[config.mk]
export PLATFORM = sky130hd
export DESIGN_NAME = stream_mux_n
export DESIGN_NICKNAME = d
export VERILOG_FILES = /design/src/rtl/stream_mux_n.sv
export SDC_FILE = /design/constraint.sdc
export NUM_CORES = 1
export LEC_CHECK = 0
export CAP_MARGIN = 0
export CORE_MARGIN = 2
export CORE_UTILIZATION = 33
export CTS_CLUSTER_DIAMETER = 100
export CTS_CLUSTER_SIZE = 20
export DETAILED_ROUTE_END_ITERATION = 12
export PLACE_DENSITY = 0.8
export SLEW_MARGIN = 10
export SYNTH_ARGS = -nofsm -noshare
export SYNTH_HDL_FRONTEND = slang
export SYNTH_SLANG_ARGS = --single-unit
[constraint.sdc]
create_clock -name clk -period 1.9 [get_ports clk]
set_input_delay 0.19 -clock clk [delete_from_list [all_inputs] [get_ports clk]]
set_output_delay 0.19 -clock clk [all_outputs]
set_load 0.01 [all_outputs]
[src/rtl/stream_mux_n.sv]
// stream_mux_n: N-channel valid/ready mux, external select (MODE=0) or round-robin (MODE=1), one output register.
// Latency: a word accepted at edge k is presented on out_* right after edge k (1 cycle).
// Backpressure: in_ready only to the granted channel while the output slot is empty or draining; comb out_ready -> in_ready.
module stream_mux_n #(
    parameter int WIDTH = 32,
    parameter int N     = 4,
    parameter int MODE  = 0,
    localparam int SELW = (N > 1) ? $clog2(N) : 1
) (
    input  logic                 clk,
    input  logic                 rst,
    input  logic [N*WIDTH-1:0]   in_data_i,
    input  logic [N-1:0]         in_valid_i,
    output logic [N-1:0]         in_ready_o,
    input  logic [SELW-1:0]      sel_i,
    output logic [WIDTH-1:0]     out_data_o,
    output logic [SELW-1:0]      out_chan_o,
    output logic                 out_valid_o,
    input  logic                 out_ready_i
);

    logic [WIDTH-1:0] out_data_q, out_data_d;
    logic [SELW-1:0]  out_chan_q, out_chan_d;
    logic             out_valid_q, out_valid_d;
    // Last granted channel; the search for the next grant starts just above it.
    logic [SELW-1:0]  rr_ptr_q, rr_ptr_d;

    logic             load_ok;
    logic             grant_vld;
    logic [SELW-1:0]  grant;
    logic [SELW-1:0]  idx;
    logic [WIDTH-1:0] grant_data;
    logic             xfer_in;

    // Output slot can take a new word if empty or being drained this cycle.
    assign load_ok = !out_valid_q | out_ready_i;

    // Grant selection: external select, or first valid channel after rr_ptr (with wrap).
    // In MODE=1 the loop walks from the lowest priority to the highest so the
    // highest-priority valid channel is the last one written.
    always_comb begin
        grant_vld = 1'b0;
        grant     = '0;
        idx       = '0;
        if (MODE == 0) begin
            if (int'(sel_i) < N) begin
                grant_vld = 1'b1;
                grant     = sel_i;
            end
        end else begin
            for (int k = N; k >= 1; k--) begin
                idx = SELW'((int'(rr_ptr_q) + k) % N);
                if (in_valid_i[idx]) begin
                    grant_vld = 1'b1;
                    grant     = idx;
                end
            end
        end
    end

    // Data mux for the granted channel, constant slice indices only.
    always_comb begin
        grant_data = '0;
        for (int i = 0; i < N; i++) begin
            if (grant == SELW'(i)) begin
                grant_data = in_data_i[i*WIDTH +: WIDTH];
            end
        end
    end

    // Ready goes to the granted channel regardless of its valid (ready-before-valid), never during reset.
    always_comb begin
        in_ready_o = '0;
        for (int i = 0; i < N; i++) begin
            in_ready_o[i] = load_ok & grant_vld & (grant == SELW'(i)) & !rst;
        end
    end

    assign xfer_in = grant_vld & in_valid_i[grant] & load_ok & !rst;

    // Next state: load replaces (or fills) the slot; a drain without load empties it but keeps data/chan.
    always_comb begin
        out_data_d  = out_data_q;
        out_chan_d  = out_chan_q;
        out_valid_d = out_valid_q;
        rr_ptr_d    = rr_ptr_q;
        if (xfer_in) begin
            out_data_d  = grant_data;
            out_chan_d  = grant;
            out_valid_d = 1'b1;
            if (MODE != 0) begin
                rr_ptr_d = grant;
            end
        end else if (out_ready_i) begin
            out_valid_d = 1'b0;
        end
    end

    // State registers; reset drops any held word and gives channel 0 first priority.
    always_ff @(posedge clk) begin
        if (rst) begin
            out_data_q  <= '0;
            out_chan_q  <= '0;
            out_valid_q <= 1'b0;
            rr_ptr_q    <= SELW'(N - 1);
        end else begin
            out_data_q  <= out_data_d;
            out_chan_q  <= out_chan_d;
            out_valid_q <= out_valid_d;
            rr_ptr_q    <= rr_ptr_d;
        end
    end

    assign out_data_o  = out_data_q;
    assign out_chan_o  = out_chan_q;
    assign out_valid_o = out_valid_q;

endmodule

==> impl_metrics.toml <==
[grt]
grt_pass1_wl_mm = 11.54
antenna_found_initial = 0
overflow = 0
grt_max_degree = 35
first_global_vias = 2491
grt_usage_pct = 19.90

[route]
routed_wl_mm = 7.658
vias_per_cell = 5.344
drcViolationCount = 0
postRouteAntennaNets = 0
via_count = 2442
firstDrtPassIters = 4
post_drt_wl_per_cell_um = 16.76
drt-initial-drc-count = 97

[timing]
finalSetupViolCount = 0
max_freq_ghz = 0.5625
slew_violations = 0
rsz0062_at_grt = "no"
post-route-min-period_ps = 1778
hold_viol = 0
fin_skew_ps = 3.755
fin_crit_sh_pct = 93.56
fin_ws_ps = 122.4
worst_pin_slew_ps = 690.2
relSlewSlack_pct = 53.84

[yosys]
synth_compound_area_share_pct = 15.90
synthCells = 210
synth_nets = 347
synth-async-reset-ratio_pct = 0
synthSimpleGateAreaFrac_pct = 11.18
synth-xor-area-share_pct = 0
ys.flop_type = "dfxtp_1"
synthAdderAreaFrac_pct = 0
syn_area_um2 = 2172
syn-mean-instance-area_um2 = 10.34
yosysUniqueCellTypes = 23
synth_top_family_by_area = "multiplexers"
synth.area.mux_share_pct = 34.16
ys_seq_area_share_pct = 32.26
synth-edff-count = 0
yosysWarningCount = 0
yosys_register_bits = 35

[layout]
layout-drive-gt1-share_pct = 15.53
final_common_cell = "clkdlybuf4s50_1"
nets = 516
layout_common_cells = "172 x clkdlybuf4s50_1, 35 x a21oi_1, 35 x dfxtp_1, 34 x nand3_1, 32 x mux4_2"
insertedDiodeCount = 0
final_cells = 457
areaGrowthSynthToFinish_pct = 89.00

[placement]
io_buffers = 175
pre_cts_ws_ps = -265.6
dp.cells = 448
dpl.hpwl_mm = 5.935
gp_congestion = 0.7105

[power_and_ir_drop]
p_total_mw = 2.228
power.density_nw_per_um2 = 542.7
vdd_drop_max_mv = 0.3020
p_leak_nw = 1.437

[cts]
cts.path.max_buffers = 2
htreeDepth = 2
cts_buffers = 5
numClockSinks = 35
postCtsSetupRepairBufs = 0
cts_tree = "done"
clock_latency_ps = 280
cts.reportedPaths.clkPinSlew_ps = 70
root_buffer = "clkbuf_8"

[die]
io_pins = 176
dieWidth_um = 85.13
coreArea_um2 = 6350
initial_core_util_pct = 34.21
row_count = 29
die_h_um = 85.13
dieArea_um2 = 7247

[setup_path]
critPathArrivalTime_ps = 1590
rrSetupSlack_ps = 330
worst-path-max-fanout = 7
start_kind = "primary input"
worstPathRequired_ps = 1710
worstSetupEndpointType = "output port"
crit_type = "primary input to output port"

[flow_run]
maxCapViolCount = 0

[run_status]
status = "finished, final reports clean"

[hold_path]
hp-class = "primary input to flip-flop"
through the flow:
stage | hold WS (ps) | area (um^2) | utilization, % | TNS (ps)
detailed placement | 454.3 | 3969 | 62.50 | -6948
finish | 455.0 | 4105 | 64.65 | 0
CTS | 398.6 | 4069 | 64.08 | -1.997
global placement | 449.0 | 3969 | 62.50 | -4454
global route | 484.1 | 4105 | 64.65 | 0
floorplan | 409.0 | 2172 | - | 0
timing repair:
| item | 4_1_cts | 5_1_grt |
|---|---|---|
| hold endpoints to repair | 0 | 0 |
| gates cloned | 0 | 1 |
| gates resized for setup | 1 | 6 |
| pin swaps | 0 | 1 |
| hold buffers | 0 | 0 |
| endpoints found under the setup margin | 1 | 37 |
power by group:
part	total, mW	switching (mW)	internal, mW
logic	0.817	0.288	0.529
registers	0.828	0.0311	0.797
clock network	0.583	0.252	0.331
total	2.23	0.572	1.66
state kept, by name, summed over array words and instances (netlist names):
name         flops
out_data_o      32
out_chan_o       2
out_valid_o      1
cells in the mapped netlist, drive strengths merged, types with 2 or more instances:
library cell / instances / share of area, %
nor4b: 2 / 0.81
nor4: 2 / 0.58
nand3: 34 / 7.8
a21oi: 35 / 8.1
clkbuf: 9 / 1.6
mux4: 32 / 33
dfxtp: 35 / 32
o21ai: 34 / 7.8
buf: 17 / 4.7
metal layers:
| metal | share of wire [%] | up-vias | routed length [um] | track usage (%) |
|---|---|---|---|---|
| li1 | - | 1157 | - | - |
| met1 | 35 | 1155 | 2704 | 20.72 |
| met2 | 54 | 116 | 4139 | 37.64 |
| met3 | 8.4 | 14 | 642 | 5.156 |
| met4 | 2.2 | 0 | 171 | 7.937 |
| met5 | 0 | - | 0 | 0 |
final timing paths:
check                           cells past startpoint              to          start
worst max-delay path                                4   in_ready_o[3]    out_ready_i
worst min-delay path                                5     out_valid_o       sel_i[1]
worst min register to register                      2   out_data_o[5]  out_data_o[5]
worst max register to register                      4  out_data_o[14]    out_valid_o
cells by family (layout without fill, tap and decap cells):
group / Yosys count / count (layout)
buffers and inverters: 27 / 196
AND/OR/NAND/NOR: 45 / 46
multiplexers: 34 / 34
AO/OA/AOI/OAI: 69 / 69
flip-flops: 35 / 35
worst max-delay path: stages:
cell and delay [ps]:
clkdlybuf4s50_1 520, nor2b_4 100, nor4b_2 200, clkdlybuf4s50_1 570
layout make-up:
type	count	area (um^2)
clock buffers	8	100.1
multi-input cells	149	1370
well taps	77	96.34
repair buffers	187	1834
flip-flops and latches	35	700.7
fillers	550	2245
inverters	1	3.754
No activity file was read; power rests on OpenSTA's default activity.
